==> src/rtl/uart_pkg.sv <==
// uart_pkg: shared types and helpers for the UART receive path (and future TX).
//   parity_e   : parity mode encoding (0 none, 1 even, 2 odd)
//   rx_state_e : receiver FSM states, including BREAK (used only with break detection)
//   majority3  : 2-of-3 vote used for oversampled bit decisions
package uart_pkg;

    typedef enum logic [1:0] {
        PAR_NONE = 2'd0,
        PAR_EVEN = 2'd1,
        PAR_ODD  = 2'd2
    } parity_e;

    typedef enum logic [2:0] {
        RX_IDLE   = 3'd0,
        RX_START  = 3'd1,
        RX_DATA   = 3'd2,
        RX_PARITY = 3'd3,
        RX_STOP   = 3'd4,
        RX_BREAK  = 3'd5
    } rx_state_e;

    function automatic logic majority3(input logic a, input logic b, input logic c);
        return (a & b) | (a & c) | (b & c);
    endfunction

endpackage

==> src/rtl/uart_baud_tick.sv <==
// uart_baud_tick: sample-tick generator shared by the UART receive and transmit paths.
//   clk      in   clock, rising edge
//   rx_reset in   synchronous active-high reset
//   clear    in   restart the tick period (counter to 0, divisor re-latched)
//   cfg_div  in   clk cycles per tick; 0 behaves as 1
//   tick     out  1-cycle pulse when the counter wraps
// The divisor is latched only at a wrap or a clear, so a cfg_div change never
// produces a truncated or stretched period mid-way.
module uart_baud_tick #(
    parameter int DIV_W = 16
) (
    input  logic             clk,
    input  logic             rx_reset,
    input  logic             clear,
    input  logic [DIV_W-1:0] cfg_div,
    output logic             tick
);

    logic [DIV_W-1:0] cnt_q;
    logic [DIV_W-1:0] lim_q;
    logic [DIV_W-1:0] lim_d;
    logic             wrap;

    assign lim_d = (cfg_div == '0) ? DIV_W'(1) : cfg_div;
    assign wrap  = (cnt_q >= lim_q - DIV_W'(1));
    assign tick  = wrap & ~clear;

    always_ff @(posedge clk) begin
        if (rx_reset) begin
            cnt_q <= '0;
            lim_q <= DIV_W'(1);
        end else if (clear || wrap) begin
            cnt_q <= '0;
            lim_q <= lim_d;
        end else begin
            cnt_q <= cnt_q + DIV_W'(1);
        end
    end

endmodule

==> src/rtl/uart_rx_ovs.sv <==
// uart_rx_ovs: oversampling UART receiver with majority-vote sampling, false-start
// rejection, optional parity, framing/overrun status and a 1-entry valid/ready hold.
//   clk        in   single clock, rising edge
//   rx_reset   in   synchronous active-high reset
//   rx_enable  in   0 holds the receiver idle and aborts a frame in progress
//   cfg_div    in   clk cycles per sample tick (0 behaves as 1)
//   rx_serial  in   asynchronous serial line, idle high
//   rx_data    out  received payload (LSB first on the line)
//   rx_valid   out  rx_data/rx_perr/rx_ferr held until rx_ready
//   rx_ready   in   consumer accepts when rx_valid & rx_ready
//   rx_perr    out  parity error of held frame
//   rx_ferr    out  framing error of held frame
//   rx_overrun out  1-cycle pulse: completed frame dropped because hold was full
//   rx_break   out  1-cycle pulse on a detected break
// Build option: define UART_RX_BREAK_DET_EN to enable break detection; otherwise
// rx_break stays 0 and an all-zero frame is delivered as data with rx_ferr set.
//
// state     | meaning
// RX_IDLE   | line idle, waiting for a synchronised falling edge
// RX_START  | validating start bit; voted 1 means false start
// RX_DATA   | shifting in payload bits, LSB first
// RX_PARITY | sampling parity bit (never entered without parity)
// RX_STOP   | sampling stop bit(s); frame completes at mid-sample of the last
// RX_BREAK  | break seen, waiting for one full bit time of high line
module uart_rx_ovs
    import uart_pkg::*;
#(
    parameter int PAYLOAD_BITS = 8,
    parameter int STOP_BITS    = 1,
    parameter int PARITY_MODE  = 0,
    parameter int OVERSAMPLE   = 16,
    parameter int DIV_W        = 16
) (
    input  logic                    clk,
    input  logic                    rx_reset,
    input  logic                    rx_enable,
    input  logic [DIV_W-1:0]        cfg_div,
    input  logic                    rx_serial,
    output logic [PAYLOAD_BITS-1:0] rx_data,
    output logic                    rx_valid,
    input  logic                    rx_ready,
    output logic                    rx_perr,
    output logic                    rx_ferr,
    output logic                    rx_overrun,
    output logic                    rx_break
);

`ifdef UART_RX_BREAK_DET_EN
    localparam bit BREAK_EN = 1'b1;
`else
    localparam bit BREAK_EN = 1'b0;
`endif

    localparam int SW = $clog2(OVERSAMPLE);
    localparam int BW = $clog2(PAYLOAD_BITS);
    localparam logic [SW-1:0] SMP_LO   = SW'(OVERSAMPLE / 2 - 1);
    localparam logic [SW-1:0] SMP_MID  = SW'(OVERSAMPLE / 2);
    localparam logic [SW-1:0] SMP_HI   = SW'(OVERSAMPLE / 2 + 1);
    localparam logic [SW-1:0] SMP_LAST = SW'(OVERSAMPLE - 1);
    localparam logic [BW-1:0] BIT_LAST = BW'(PAYLOAD_BITS - 1);
    localparam logic          STOP_LAST = (STOP_BITS == 2);
    localparam bit            HAS_PAR   = (PARITY_MODE != int'(PAR_NONE));

    rx_state_e               state_q;
    logic                    sync1_q;
    logic                    sync2_q;
    logic                    prev_q;
    logic [SW-1:0]           samp_q;
    logic [SW-1:0]           samp_d;
    logic                    s_lo_q;
    logic                    s_mid_q;
    logic [PAYLOAD_BITS-1:0] shift_q;
    logic [PAYLOAD_BITS-1:0] shift_d;
    logic [BW-1:0]           bit_cnt_q;
    logic                    par_q;
    logic                    any_one_q;
    logic                    stop_cnt_q;
    logic                    ferr_acc_q;
    logic                    ferr_d;
    logic                    perr_d;
    logic [PAYLOAD_BITS-1:0] data_q;
    logic                    valid_q;
    logic                    perr_q;
    logic                    ferr_q;
    logic                    ovr_q;
    logic                    brk_q;

    logic tick;
    logic start_det;
    logic vote;

    assign start_det = rx_enable & (state_q == RX_IDLE) & prev_q & ~sync2_q;
    // third sample is taken live on the mid-high tick, so the decision costs no extra cycle
    assign vote      = majority3(s_lo_q, s_mid_q, sync2_q);
    assign samp_d    = (samp_q == SMP_LAST) ? '0 : samp_q + SW'(1);
    assign shift_d   = {vote, shift_q[PAYLOAD_BITS-1:1]};
    assign ferr_d    = ferr_acc_q | ~vote;
    // par_q already includes the parity bit by the time the stop bit completes
    assign perr_d    = (PARITY_MODE == int'(PAR_EVEN)) ? par_q :
                       (PARITY_MODE == int'(PAR_ODD))  ? ~par_q : 1'b0;

    uart_baud_tick #(.DIV_W(DIV_W)) u_baud (
        .clk      (clk),
        .rx_reset (rx_reset),
        .clear    (start_det),
        .cfg_div  (cfg_div),
        .tick     (tick)
    );

    always_ff @(posedge clk) begin
        if (rx_reset) begin
            state_q    <= RX_IDLE;
            sync1_q    <= 1'b1;
            sync2_q    <= 1'b1;
            prev_q     <= 1'b1;
            samp_q     <= '0;
            s_lo_q     <= 1'b1;
            s_mid_q    <= 1'b1;
            shift_q    <= '0;
            bit_cnt_q  <= '0;
            par_q      <= 1'b0;
            any_one_q  <= 1'b0;
            stop_cnt_q <= 1'b0;
            ferr_acc_q <= 1'b0;
            data_q     <= '0;
            valid_q    <= 1'b0;
            perr_q     <= 1'b0;
            ferr_q     <= 1'b0;
            ovr_q      <= 1'b0;
            brk_q      <= 1'b0;
        end else begin
            sync1_q <= rx_serial;
            sync2_q <= sync1_q;
            prev_q  <= sync2_q;
            ovr_q   <= 1'b0;
            brk_q   <= 1'b0;

            if (valid_q && rx_ready) begin
                valid_q <= 1'b0;
            end

            if (!rx_enable) begin
                state_q <= RX_IDLE;
            end else begin
                case (state_q)
                    RX_IDLE: begin
                        if (start_det) begin
                            state_q <= RX_START;
                            samp_q  <= '0;
                        end
                    end
                    RX_BREAK: begin
                        // any low sample restarts the full-bit high window
                        if (tick) begin
                            if (!sync2_q) begin
                                samp_q <= '0;
                            end else if (samp_q == SMP_LAST) begin
                                state_q <= RX_IDLE;
                            end else begin
                                samp_q <= samp_q + SW'(1);
                            end
                        end
                    end
                    default: begin
                        if (tick) begin
                            samp_q <= samp_d;
                            if (samp_q == SMP_LO) s_lo_q <= sync2_q;
                            if (samp_q == SMP_MID) s_mid_q <= sync2_q;
                            if (samp_q == SMP_HI) begin
                                case (state_q)
                                    RX_START: begin
                                        if (vote) begin
                                            state_q <= RX_IDLE;
                                        end else begin
                                            state_q   <= RX_DATA;
                                            bit_cnt_q <= '0;
                                            par_q     <= 1'b0;
                                            any_one_q <= 1'b0;
                                        end
                                    end
                                    RX_DATA: begin
                                        shift_q   <= shift_d;
                                        par_q     <= par_q ^ vote;
                                        any_one_q <= any_one_q | vote;
                                        bit_cnt_q <= bit_cnt_q + BW'(1);
                                        if (bit_cnt_q == BIT_LAST) begin
                                            state_q    <= HAS_PAR ? RX_PARITY : RX_STOP;
                                            stop_cnt_q <= 1'b0;
                                            ferr_acc_q <= 1'b0;
                                        end
                                    end
                                    RX_PARITY: begin
                                        par_q     <= par_q ^ vote;
                                        any_one_q <= any_one_q | vote;
                                        state_q   <= RX_STOP;
                                    end
                                    RX_STOP: begin
                                        if (BREAK_EN && !stop_cnt_q && !vote && !any_one_q) begin
                                            brk_q   <= 1'b1;
                                            state_q <= RX_BREAK;
                                            samp_q  <= '0;
                                        end else if (stop_cnt_q == STOP_LAST) begin
                                            state_q <= RX_IDLE;
                                            if (valid_q && !rx_ready) begin
                                                ovr_q <= 1'b1;
                                            end else begin
                                                data_q  <= shift_q;
                                                perr_q  <= perr_d;
                                                ferr_q  <= ferr_d;
                                                valid_q <= 1'b1;
                                            end
                                        end else begin
                                            stop_cnt_q <= stop_cnt_q + 1'b1;
                                            ferr_acc_q <= ferr_d;
                                        end
                                    end
                                    default: state_q <= RX_IDLE;
                                endcase
                            end
                        end
                    end
                endcase
            end
        end
    end

    assign rx_data    = data_q;
    assign rx_valid   = valid_q;
    assign rx_perr    = perr_q;
    assign rx_ferr    = ferr_q;
    assign rx_overrun = ovr_q;
    assign rx_break   = brk_q;

endmodule

==> config.mk <==
export PLATFORM = sky130hd
export DESIGN_NAME = uart_rx_ovs
export DESIGN_NICKNAME = d
export VERILOG_FILES = /design/src/rtl/uart_pkg.sv /design/src/rtl/uart_baud_tick.sv /design/src/rtl/uart_rx_ovs.sv
export SDC_FILE = /design/constraint.sdc
export NUM_CORES = 1
export LEC_CHECK = 0
export ABC_CLOCK_PERIOD_IN_PS = 4800
export BUFFER_PORTS_ARGS = -buffer_cell sky130_fd_sc_hd__buf_2
export CAP_MARGIN = 20
export CORE_MARGIN = 2
export CORE_UTILIZATION = 30
export CTS_BUF_LIST = sky130_fd_sc_hd__clkbuf_4 sky130_fd_sc_hd__clkbuf_8 sky130_fd_sc_hd__clkbuf_16
export DETAILED_ROUTE_END_ITERATION = 6
export SLEW_MARGIN = 20
export SYNTH_ARGS = -nofsm -noshare
export SYNTH_HDL_FRONTEND = slang
export SYNTH_SLANG_ARGS = --single-unit
export TNS_END_PERCENT = 100
==> constraint.sdc <==
create_clock -name clk -period 4.8 [get_ports clk]
set_clock_uncertainty 0.2 [all_clocks]
set_input_delay 0.48 -clock clk [delete_from_list [all_inputs] [get_ports clk]]
set_output_delay 0.48 -clock clk [all_outputs]
set_load 0.01 [all_outputs]
==> metrics.csv <==
stage,metric,value,unit
place,hpwl,5910,um
pwr,pwr_density_cell,492.4,nW/um^2
synth,yosys.area.top_type,dfxtp_1,
place,dp.cells,563,
final_layout,nFillCells,1183,
final_layout,fin_cells,579,
setup_path,cp-startpoint,u_baud.lim_q[1]$_SDFFE_PP0P_,
synth,synth_ff_type,dfxtp_1,
drt,wl_per_cell,13.83,um
synth,yosysSeqAreaShare,36.57,%
hold_path,min_from,rx_serial,
clock_tree,clockBufferDepth,2,
setup_path,path_class,reg2reg,
clock_tree,post_cts_resized,0,
sta,timing.final.max_slew_violations,0,
pwr,leakagePower,0.001719,uW
setup_path,r2r_end,u_baud.lim_q[2]$_SDFFE_PP0P_,
setup_path,reg2reg_slack,500,ps
clock_tree,cts_buffers,9,
clock_tree,cts_setup_buffers,0,
job,maxCapViolCount,0,
sta,fin_crit_sh,89.56,%
synth,yosys-top-cells-count,"dfxtp_1, nand2_1, nor2_1",
setup_path,worstSetupEndpointType,register,
run_status,status,completed,
clock_tree,htreeDepth,3,
clock_tree,clk_latency,330,ps
final_layout,nNetsFinal,471,
final_layout,antenna_cells,0,
floorplanning,die_w,114.6,um
final_layout,stdcell_area,4209,um^2
hold_path,hp-class,in2reg,
drt,drc,0,
final_layout,areaGrowthSynthToFinish,14.77,%
global_route,grt_antenna_before_repair,0,
pwr,power,2072,uW
sta,worstMarginPinSlew,749.5,ps
floorplanning,die-height,114.6,um
setup_path,crit_chain,or4_1 > or3_4 > nor4_4 > nand2b_1 > nor3_1 > xnor2_1 > ha_1 > and3_4 > a221oi_2 > o21ai_2 > nor3_4 > and2_1 > a31o_2,
clock_tree,cts_sinks,67,
sta,min_period,4299,ps
synth,yosysMostFrequentCell,dfxtp_1,
synth,synth.top_cells.by_area,"dfxtp_1, ha_1, a31o_2, nand2_1, xnor2_1",
place,port_buffers,31,
setup_path,cp_slowest_cell,and2_1,
final_layout,drive_gt1_share,21.76,%
sta,setup_violations,0,
drt,drtIter0Drc,164,
drt,vias_per_cell,5.055,
global_route,grt_pass1_vias,2847,
sta,fmax,232.6,MHz
global_route,track_usage,13.13,%
sta,rsz0062_at_grt,false,
drt,drt_pre_antenna_iters,4,
place,placed_area,3910,um^2
setup_path,cp.arrival,4380,ps
global_route,grt-ovfl-total,0,
floorplanning,dieArea,13130,um^2
synth,async_reset_ff_share,0,%
setup_path,critPathRequiredTime,4880,ps
floorplanning,io_pins,34,
drt,ant_nets,0,
sta,fin_tns_setup,0,ps
pwr,peakVddDrop,0.2630,mV
clock_tree,hold_buffers,0,
global_route,grt_pass1_wl,13690,um
synth,synth_area,3667,um^2
place,finalWeightedCongestion,0.8159,
setup_path,r2r-start,u_baud.lim_q[1]$_SDFFE_PP0P_,
clock_tree,cts_tree,built,
setup_path,critPathLaunchType,register,
hold_path,holdPathStages,2,
synth,syn_area_per_cell,9.077,um^2
sta,relSlewSlack,50.03,%
floorplanning,rows,40,
global_route,grt_max_degree,57,
sta,hold_viol,0,
synth,synth_top_cell_area_share,36.57,%
drt,wl,8009,um
drt,dr_total_vias,2927,
synth,ys_ff_latch,67,
place,place_ws,492.1,ps
floorplanning,core_area,11960,um^2
sta,timing.final.ws_setup,501.2,ps
synth,synth_cells,404,
floorplanning,initial_core_util,30.66,%
synth,yosysUniqueCellTypes,59,
clock_tree,cts-root-buf,clkbuf_16,
setup_path,reg2reg_depth,13,
clock_tree,path_clk_slew,50,ps
synth,synth_edf_count,0,
synth,ys.warnings.count,0,
setup_path,worstPathMaxFanout,17,
setup_path,critPathMaxStageDelay,570,ps
hold_path,hold_end,sync1_q$_SDFF_PP1_,
per-stage QoR:
stage                     utilization [%]  hold WS, ps
after CTS                           35.19        125.1
after global routing                35.19        130.7
final                               35.19        132.6
after global placement              32.69        191.5
after detailed placement            32.69        201.4
after floorplan                         -        189.5
cells in the final DEF (no fill, tap or decap), types with 2 or more instances in the layout:
master | Yosys | layout
a211oi_2 | 3 | 3
a21o_1 | 3 | 3
a21oi_1 | 23 | 23
a221oi_2 | 2 | 2
a22oi_1 | 2 | 2
a31o_2 | 24 | 24
a31oi_1 | 5 | 5
a32o_1 | 2 | 2
and2_1 | 6 | 6
and2_4 | 2 | 2
and3_1 | 4 | 4
and3_4 | 2 | 2
and4_1 | 2 | 2
buf_2 | 5 | 31
buf_4 | 3 | 2
clkbuf_16 | 0 | 9
clkinv_2 | 0 | 3
conb_1 | 1 | 2
dfxtp_1 | 67 | 67
ha_1 | 23 | 23
inv_1 | 11 | 11
mux2i_1 | 13 | 13
nand2_1 | 43 | 43
nand2b_1 | 5 | 5
nand3_1 | 8 | 8
nand3b_1 | 3 | 3
nand4_1 | 4 | 4
nand4b_1 | 2 | 2
nor2_1 | 31 | 31
nor2b_1 | 7 | 7
nor3_1 | 19 | 19
nor4_1 | 5 | 5
o21ai_0 | 3 | 3
or2_2 | 2 | 2
or3_1 | 2 | 2
or4_1 | 5 | 5
xnor2_1 | 15 | 15
xor2_1 | 12 | 12
state kept, by name (all words and copies together), names as in the netlist, 3 cells and up:
register      flops
state_q           3
u_baud.lim_q     16
samp_q            4
bit_cnt_q         3
shift_q           8
rx_data           8
u_baud.cnt_q     16
worst max path at each step:
stage / end / cells after the start / slack, ps
6_report: u_baud.lim_q[2]$_SDFFE_PP0P_ / 13 / 500
5_1_grt: u_baud.lim_q[0]$_SDFFE_PP1P_ / 13 / 140
4_1_cts: u_baud.cnt_q[5]$_SDFF_PP0_ / 13 / 470
3_5_place_dp: u_baud.lim_q[0]$_SDFFE_PP1P_ / 13 / 490
3_3_place_gp: u_baud.lim_q[0]$_SDFFE_PP1P_ / 13 / 560
2_1_floorplan: samp_q[0]$_SDFFE_PP0P_ / 14 / 820
report_power, final:
part | switching, uW | internal (uW) | total (uW)
logic | 425 | 320 | 746
registers | 62.7 | 610 | 673
clock network | 236 | 419 | 654
metal layers:
layer	global-route usage (%)	vias to the layer above	part of all wire (%)	routed length [um]
li1	-	1490	-	-
met1	17.34	1379	49	3952
met2	20.39	52	47	3727
met3	2.700	6	3.0	238
met4	6.341	0	1.1	91
met5	0	-	0	0
kinds of logic after synthesis:
logic type                 Yosys count  synth area share, %
other                                1               0.1023
and+or+nand+nor                    160                24.05
DFF                                 67                36.57
xor gates and xnor gates            27                6.448
buffers and inverters               33                4.264
adders and majority gates           24                8.120
muxes                               14                3.855
AOI/OAI and AO/OA                   78                16.58
worst max-delay path: cells and delay by family (launching register included):
| kind | cells | cell delay (ps) |
|---|---|---|
| DFF | 1 | 330 |
| and+or+nand+nor | 8 | 2660 |
| AOI/OAI and AO/OA | 3 | 650 |
| xor gates and xnor gates | 1 | 150 |
| adders and majority gates | 1 | 270 |
layout make-up:
cell class | count | area (um^2) | area share [%]
clock buffers | 11 | 246.5 | 5.856
clock inverters | 5 | 52.55 | 1.249
inverters | 11 | 41.29 | 0.9810
multi-input cells | 305 | 2173 | 51.63
flip-flops and latches | 67 | 1341 | 31.87
well taps | 147 | 183.9 | 4.370
repair buffers | 33 | 170.2 | 4.043
No activity file was read; power rests on OpenSTA's default activity.
